**src/rtl/hazard_forward_unit.sv**
```systemverilog
// Purpose: EX-stage forwarding selects plus a single pipeline stall covering load-use and multi-cycle unit hazards.
// Latency: fwd_sel/stall are combinational (0 cycles); the scoreboard is registered and tracks one op for MC_LAT cycles.
// Backpressure: none accepted; stall is the backpressure this block applies to the PC, IF/ID and ID/EX stages.
//
// Ports:
//   clk, arst                  clock (rising edge), asynchronous active-high reset
//   rs_id, rs_valid_id         ID-stage source registers (packed, ADDR_W each) and per-source read enables
//   rd_id, reg_write_id        ID-stage destination and write enable
//   mc_op_id                   ID instruction needs the multi-cycle unit
//   rs_ex                      EX-stage source registers, same packing as rs_id
//   rd_id_ex, reg_write_id_ex, mem_read_id_ex, mc_start_id_ex
//                              EX-stage destination, write enable, is-load, launches multi-cycle unit
//   rd_ex_mem, reg_write_ex_mem, rd_mem_wb, reg_write_mem_wb
//                              MEM and WB stage destinations and write enables
//   flush_in                   IF/ID squashed this cycle (suppresses stall only)
//   fwd_sel                    2 bits per EX source: 00 regfile, 01 EX/MEM, 10 MEM/WB
//   stall                      hold PC and IF/ID, bubble into ID/EX
//   mc_busy, mc_rd, mc_done    scoreboard occupied, pending destination, write-back pulse
//   mc_err                     sticky: start received while busy and not on the done cycle
//   stall_cnt                  saturating stall cycle counter
module hazard_forward_unit #(
  parameter int ADDR_W  = 5,
  parameter int NUM_SRC = 2,
  parameter int MC_LAT  = 4
) (
  input  logic                        clk,
  input  logic                        arst,
  input  logic [NUM_SRC*ADDR_W-1:0]   rs_id,
  input  logic [NUM_SRC-1:0]          rs_valid_id,
  input  logic [ADDR_W-1:0]           rd_id,
  input  logic                        reg_write_id,
  input  logic                        mc_op_id,
  input  logic [NUM_SRC*ADDR_W-1:0]   rs_ex,
  input  logic [ADDR_W-1:0]           rd_id_ex,
  input  logic                        reg_write_id_ex,
  input  logic                        mem_read_id_ex,
  input  logic                        mc_start_id_ex,
  input  logic [ADDR_W-1:0]           rd_ex_mem,
  input  logic                        reg_write_ex_mem,
  input  logic [ADDR_W-1:0]           rd_mem_wb,
  input  logic                        reg_write_mem_wb,
  input  logic                        flush_in,
  output logic [2*NUM_SRC-1:0]        fwd_sel,
  output logic                        stall,
  output logic                        mc_busy,
  output logic [ADDR_W-1:0]           mc_rd,
  output logic                        mc_done,
  output logic                        mc_err,
  output logic [15:0]                 stall_cnt
);

  localparam int                CNT_W    = $clog2(MC_LAT + 1);
  localparam logic [CNT_W-1:0]  CNT_LOAD = CNT_W'(MC_LAT);
  localparam logic [CNT_W-1:0]  CNT_ONE  = CNT_W'(1);
  localparam logic [ADDR_W-1:0] REG_ZERO = '0;
  localparam logic [15:0]       CNT_MAX  = 16'hFFFF;

  typedef enum logic {
    S_IDLE = 1'b0,
    S_BUSY = 1'b1
  } mc_state_t;

  mc_state_t          state_q, state_d;
  logic [CNT_W-1:0]   cnt_q, cnt_d;
  logic [ADDR_W-1:0]  mc_rd_q, mc_rd_d;
  logic               mc_err_q, mc_err_d;
  logic [15:0]        stall_cnt_q;

  logic               busy;
  logic               last_cycle;
  logic               load_use_hit;
  logic               raw_hit;
  logic               load_use_haz;
  logic               raw_haz;
  logic               struct_haz;
  logic               waw_haz;

  // ---------------------------------------------------------------------------
  // Forwarding: EX/MEM is the younger producer, so it is checked first.
  // ---------------------------------------------------------------------------
  always_comb begin
    logic [ADDR_W-1:0] ex_src;
    ex_src  = '0;
    fwd_sel = '0;
    for (int i = 0; i < NUM_SRC; i++) begin
      ex_src = rs_ex[i*ADDR_W +: ADDR_W];
      if (ex_src != REG_ZERO) begin
        if (reg_write_ex_mem && (rd_ex_mem == ex_src)) begin
          fwd_sel[2*i +: 2] = 2'b01;
        end else if (reg_write_mem_wb && (rd_mem_wb == ex_src)) begin
          fwd_sel[2*i +: 2] = 2'b10;
        end
      end
    end
  end

  // ---------------------------------------------------------------------------
  // ID source matching against the EX load destination and the pending
  // multi-cycle destination. Register 0 and unread sources never match.
  // ---------------------------------------------------------------------------
  always_comb begin
    logic [ADDR_W-1:0] id_src;
    id_src       = '0;
    load_use_hit = 1'b0;
    raw_hit      = 1'b0;
    for (int i = 0; i < NUM_SRC; i++) begin
      id_src = rs_id[i*ADDR_W +: ADDR_W];
      if (rs_valid_id[i] && (id_src != REG_ZERO)) begin
        if (id_src == rd_id_ex) begin
          load_use_hit = 1'b1;
        end
        if (id_src == mc_rd_q) begin
          raw_hit = 1'b1;
        end
      end
    end
  end

  assign busy       = (state_q == S_BUSY);
  assign last_cycle = busy && (cnt_q == CNT_ONE);

  assign load_use_haz = load_use_hit && mem_read_id_ex && reg_write_id_ex;
  // The multi-cycle result is written back in the done cycle but cannot be
  // forwarded, so a reader still waits through that cycle.
  assign raw_haz      = busy && raw_hit;
  // A new multi-cycle op or a same-destination writer may issue in the done
  // cycle: the unit is free at the next edge and the older write lands first.
  assign struct_haz   = busy && mc_op_id && !last_cycle;
  assign waw_haz      = busy && reg_write_id && (rd_id != REG_ZERO) &&
                        (rd_id == mc_rd_q) && !last_cycle;

  assign stall = (load_use_haz || raw_haz || struct_haz || waw_haz) && !flush_in && !arst;

  // ---------------------------------------------------------------------------
  // Scoreboard FSM for the single non-forwardable multi-cycle unit.
  // ---------------------------------------------------------------------------
  always_comb begin
    state_d  = state_q;
    cnt_d    = cnt_q;
    mc_rd_d  = mc_rd_q;
    mc_err_d = mc_err_q;
    case (state_q)
      S_IDLE: begin
        if (mc_start_id_ex) begin
          state_d = S_BUSY;
          cnt_d   = CNT_LOAD;
          mc_rd_d = rd_id_ex;
        end
      end
      S_BUSY: begin
        if (cnt_q == CNT_ONE) begin
          if (mc_start_id_ex) begin
            // Back-to-back: the unit frees up at this edge, so the new op
            // is accepted and the countdown restarts.
            cnt_d   = CNT_LOAD;
            mc_rd_d = rd_id_ex;
          end else begin
            state_d = S_IDLE;
            cnt_d   = '0;
          end
        end else begin
          cnt_d = cnt_q - CNT_ONE;
          // Start while the unit is occupied: dropped, but flagged for good.
          if (mc_start_id_ex) begin
            mc_err_d = 1'b1;
          end
        end
      end
      default: begin
        state_d = S_IDLE;
        cnt_d   = '0;
      end
    endcase
  end

  always_ff @(posedge clk or posedge arst) begin
    if (arst) begin
      state_q  <= S_IDLE;
      cnt_q    <= '0;
      mc_rd_q  <= '0;
      mc_err_q <= 1'b0;
    end else begin
      state_q  <= state_d;
      cnt_q    <= cnt_d;
      mc_rd_q  <= mc_rd_d;
      mc_err_q <= mc_err_d;
    end
  end

  always_ff @(posedge clk or posedge arst) begin
    if (arst) begin
      stall_cnt_q <= '0;
    end else if (stall && (stall_cnt_q != CNT_MAX)) begin
      stall_cnt_q <= stall_cnt_q + 16'd1;
    end
  end

  assign mc_busy   = busy;
  assign mc_rd     = mc_rd_q;
  assign mc_done   = last_cycle;
  assign mc_err    = mc_err_q;
  assign stall_cnt = stall_cnt_q;

endmodule

```
**config.mk**
```make
export PLATFORM = sky130hd
export DESIGN_NAME = hazard_forward_unit
export DESIGN_NICKNAME = d
export VERILOG_FILES = /design/src/rtl/hazard_forward_unit.sv
export SDC_FILE = /design/constraint.sdc
export NUM_CORES = 1
export LEC_CHECK = 0
export BUFFER_PORTS_ARGS = -buffer_cell sky130_fd_sc_hd__buf_2
export CORE_MARGIN = 2
export CORE_UTILIZATION = 45
export CTS_CLUSTER_DIAMETER = 80
export DETAILED_ROUTE_END_ITERATION = 7
export PLACE_DENSITY_LB_ADDON = 0.2
export SLEW_MARGIN = 30
export SYNTH_ARGS = -nofsm -noshare
export SYNTH_HDL_FRONTEND = slang
export SYNTH_SLANG_ARGS = --single-unit
```
**constraint.sdc**
```tcl
create_clock -name clk -period 2.7 [get_ports clk]
set_input_delay 0.135 -clock clk [delete_from_list [all_inputs] [get_ports clk]]
set_output_delay 0.135 -clock clk [all_outputs]
set_load 0.05 [all_outputs]
```
# Word-level counts from Yosys, hierarchy flattened
# Index checks and enable logic that the tools add are counted.
[totals]
regBits = 26
in_bits = 52
output_inout_bits = 29
word_cells = 77
[op_classes]
add_sub_neg = 2
n_eq_ne = 13
mux = 24
n_bitwise = 2
reduce_logical = 31
[op_table]
columns = ["op", "n"]
rows = [
  ["5-bit equality test", 9],
  ["5-bit nonzero test", 5],
  ["1-bit logical AND", 19],
  ["16-bit by 1-bit adder with 16-bit output (second input constant)", 1],
  ["16-bit inequality test (second input constant)", 1],
  ["2-bit two-way mux", 6],
  ["1-bit two-way mux", 10],
  ["5-bit two-way mux", 2],
  ["5-bit case mux with 2 select lines", 1],
  ["3-bit two-way mux", 3],
  ["3-bit case mux with 2 select lines", 1],
  ["3-bit by 1-bit equality test with 1-bit output (second input constant)", 1],
  ["1-bit logical NOT", 3],
  ["1-bit logical OR", 3],
  ["3-bit AND reduction", 1],
  ["3-bit by 1-bit subtractor with 3-bit output (second input constant)", 1],
  ["2-bit by 1-bit inequality test with 1-bit output (second input constant)", 1],
  ["2-bit inequality test (second input constant)", 1],
  ["1-bit inverter", 2],
  ["1-bit case mux with 2 select lines", 1],
]

# Depth between registers and ports, before layout
[depth]
ltp_word = 13
depth_mapped = 9
mapped_depth_nobuf = 8

# Least setup slack after synthesis
# Ideal clock, no wire load.
[synth_timing]
path_type = "register to register"
startpoint = "register mc_rd_q[2], in the netlist mc_rd[2]"
endpoint = "register stall_cnt_q[13], in the netlist stall_cnt[13]"
setup_time_ns = 0.143
t_arrival_ns = 2.174
required_time_ns = 2.557
slack_ns = 0.383
stages_incl_launch_ff = 10
path_buffers = 2
period_less_slack_ns = 2.317
cell_sequence = "dfrtp_1 -> clkbuf_2 -> nor4_1 -> o21ai_1 -> a41oi_1 -> or4_1 -> o221ai_2 -> buf_6 -> nand3_1 -> xnor2_1"
[synth_via]
elab_chain_len = 12
word_cells_on_any_way = 16
cone_classes = "eq/ne (3); mux (4); reduce/logical (9)"
[synth_rtl]
columns = ["element", "line", "rtl"]
rows = [
  ["start, declared", "65", "logic [ADDR_W-1:0] mc_rd_q, mc_rd_d;"],
  ["start signal, assigned", "185", "mc_rd_q <= mc_rd_d;"],
  ["5-bit equality test", "112", "if (id_src == mc_rd_q) begin"],
  ["1-bit two-way mux", "112", ""],
  ["1-bit two-way mux", "108", "if (rs_valid_id[i] && (id_src != REG_ZERO)) begin"],
  ["1-bit two-way mux", "112", ""],
  ["1-bit two-way mux", "108", ""],
  ["1-bit logical AND", "125", "assign raw_haz = busy && raw_hit;"],
  ["1-bit logical OR (2 in series)", "132", "assign stall = (load_use_haz || raw_haz || struct_haz || waw_haz) && !flush_in && !arst;"],
  ["1-bit logical OR *", "132", ""],
  ["1-bit logical AND * (2 in series)", "132", ""],
  ["via stall", "44", "output logic stall,"],
  ["1-bit logical AND *", "193", "end else if (stall && (stall_cnt_q != CNT_MAX)) begin"],
  ["end signal, assigned", "194", "stall_cnt_q <= stall_cnt_q + 16'd1;"],
  ["end, declared", "67", "logic [15:0] stall_cnt_q;"],
]
# The timed path passes the listed nets; every way through them passes the cells marked *.
# A chain may end at the register's enable or synchronous reset.

# Final worst setup path
[layout_timing]
startpoint = "register mc_rd_q[1], in the netlist mc_rd[1]"
endpoint = "output port stall"
[layout_via]
elab_chain_len = 11
word_cells_on_any_way = 15
cone_classes = "eq/ne (3); mux (4); reduce/logical (8)"
[layout_rtl]
columns = ["element", "line"]
rows = [
  ["5-bit equality test", "112"],
  ["1-bit two-way mux", "112"],
  ["1-bit two-way mux", "108"],
  ["1-bit two-way mux", "112"],
  ["1-bit two-way mux", "108"],
  ["1-bit logical AND", "125"],
  ["1-bit logical OR (2 in series)", "132"],
  ["1-bit logical OR *", "132"],
  ["1-bit logical AND * (2 in series)", "132"],
  ["end, declared", "44"],
]
# Every way passes the cells marked *; elsewhere a longest branch is shown, timed or not.

==> results.cfg <==
[run_status]
status = completed

[detailed_routing]
via_per_inst = 5.204
firstDrtPassIters = 4
avgRoutedWirePerCell_um = 13.07
drt_wl_total_mm = 4.287
post-route-drc-count = 0
drt_iter0_drc = 52
vias = 1707
antenna_left = 0

[placed_design]
place.gp.congestion = 0.8411
dpl_cell_area_mm2 = 0.002293
place_inst = 323
hpwl_mm = 3.490
port_buffers = 80
pre_cts_ws_ps = 387.2

[layout]
n_antenna_cell = 0
final_cells = 328
drive_above_1_share = 0.3417
area.growth.synth_to_final_pct = 26.59
final_util = 0.5896
fin_area_mm2 = 0.002359
fin_nets = 334

[floorplan]
start_util = 0.4657
num_rows = 23
chipWidth_um = 68.35
die_area_mm2 = 0.004671
core_mm2 = 0.004000
io_pins = 81
die_y_um = 68.35

[synth]
ys_seq_elements = 26
syn-cell-area_mm2 = 0.001863
synthFlopType = dfrtp_1
seq_area_frac_synth = 0.3492
synthArstFlopShare = 1.000
synthCells = 199
synth.avg_cell_area_um2 = 9.362
synth_edf_count = 0
yosysUniqueCellTypes = 37
syn_nets = 254
synth_warnings = 0

[critical_path]
reg2reg_depth = 7
worstPathMaxFanout = 16
reg2reg_slack_ps = 390
end_kind = output port
path_delay_family = simple AND/OR/NAND/NOR gates
slowest_delay_ps = 470
critPathLaunchType = flip-flop
crit_buf_inv = 1
r2r_start = mc_rd[1]
cp_cell_sequence = xor2_1 -> nor3_2 -> a41oi_1 -> or4_1 -> o221ai_2 -> buf_2
cp.arrival_ps = 2320
cp.required_ps = 2570
r2r_end = stall_cnt[12]
crit_slowest_cell = dfrtp_1
crit_type = reg -> out

[sta]
timing.final.crit_share = 0.9106
fin_crit_ps = 2459
max_freq_mhz = 406.7
finalMaxSlewViolations = 0
tns_ps = 0
finClkSkew_ps = 1.528
max_slew_margin = 0.5164
worst_slew_pin_slew_ps = 725.4
hold_viol = 0
rsz0062_at_grt = no
setup_ws_ps = 241.4
setup_violations = 0

[global_routing]
grt_pass1_wl_mm = 6.900
grt_use_total = 0.1933
antenna_found_initial = 0
grt-ovfl-total = 0
grt_max_degree = 27
grt_pass1_vias = 1606

[worst_hold_path]
holdPathStages = 2
hold_class = in -> reg
hold-path-endpoint = cnt_q[1]
hp-start = mc_start_id_ex

[cts]
clockBufferDepth = 2
root_buffer = clkbuf_8
htreeDepth = 1
clk_pin_slew_ps = 80
numClockSinks = 26
cts_tree = yes
clkLatencyLatePin_ps = 260
cts_buffers = 3

[run]
drv_cap = 0

[pwr]
peakVddDrop_mv = 0.3414
leakage_nw = 1.125
power_density_mw_per_mm2 = 731.8
-- worst max path at each step --
stage / start / cells after the start / end / slack, ps
6_report: mc_rd[1] / 6 / stall / 240
4_1_cts: mc_rd[1] / 6 / stall / 240
3_3_place_gp: rd_id_ex[0] / 8 / stall_cnt[14] / 450
2_1_floorplan: mc_rd[2] / 9 / stall_cnt[13] / 380
5_1_grt: mc_rd[1] / 5 / stall / 90
3_5_place_dp: mc_rd[1] / 7 / stall_cnt[12] / 390
-- sequential cells by signal, summed over array words and instances, names as in the netlist --
signal,flops
mc_rd,5
mc_busy,1
stall_cnt,16
mc_err,1
cnt_q,3
-- metal layers --
layer  up-vias  wire (µm)  GRT usage
li1        856          -          -
met3         8        271    0.02632
met4         0         72    0.07750
met5         -          0          0
met1       782       1875     0.2425
met2        61       2068     0.3337
-- worst register-to-register path: stages, from the launching register on --
cell and delay (ps):
dfrtp_1 470, xor2_1 200, nor3_2 180, a41oi_1 120, or4_1 420, o221ai_2 270
nand4_1 180, mux2_1 350
-- synthesized netlist by cell type, drive strengths merged, types with 4 or more instances --
library cell,instances,area share
clkbuf,4,0.0087
nor4,6,0.020
and3,10,0.034
nand4,5,0.017
inv,4,0.0081
o21ai,4,0.011
nand2,12,0.026
mux2,8,0.048
xor2,23,0.11
nand3,19,0.051
dfrtp,26,0.35
nor3,5,0.016
xnor2,33,0.16
or4,4,0.016
nor2,11,0.022
-- report_power, final --
part	internal (mW)	leakage (nW)	switching, mW
clock	0.130	0.0288	0.114
sequential	0.487	0.329	0.141
combinational	0.308	0.767	0.545
total	0.926	1.12	0.800
-- layout make-up --
type	count	area [µm²]
Clock buffer	4	55.05
Fill cell	379	1642
Inverter	4	15.01
Multi-Input combinational cell	163	1165
Sequential cell	26	650.6
Tap cell	50	62.56
Timing Repair Buffer	81	410.4
-- layout by cell type (no fill, tap or decap), types with 2 or more instances in the layout --
master    instances
a31oi_1           2
and2_1            2
and3_1           10
and4_1            3
buf_2            80
clkbuf_8          4
dfrtp_1          26
ha_1              3
inv_1             3
mux2_1            3
mux2_2            5
nand2_1          11
nand2b_1          2
nand3_1          19
nand4_1           5
nor2_1           11
nor3_1            4
nor4_1            6
o21a_1            2
o21ai_0           2
o21ai_1           2
or4_1             4
xnor2_1          33
xor2_1           23
-- timing repair --
item,4_1_cts,5_1_grt
buffers inserted,0,0
hold endpoints to repair,26,0
hold buffers,1,0
gates resized for setup,0,0
-- logic make-up after synthesis --
group	share of synthesized area
AO/OA/AOI/OAI	0.05305
AND/OR/NAND/NOR	0.2404
adder cells (fa/ha/maj)	0.02015
buffers and inverters	0.02551
flip-flops	0.3492
multiplexers	0.04835
XOR/XNOR	0.2633
-- through the flow --
step | hold slack [ps] | total power [mW]
finish | 132.2 | 1.726
global route | 134.3 | 1.848
CTS | 128.5 | 1.744
detailed placement | 233.5 | 1.496
global placement | 410.3 | 1.479
floorplan | 175.0 | 1.277
(Power assumes the default switching activity.)
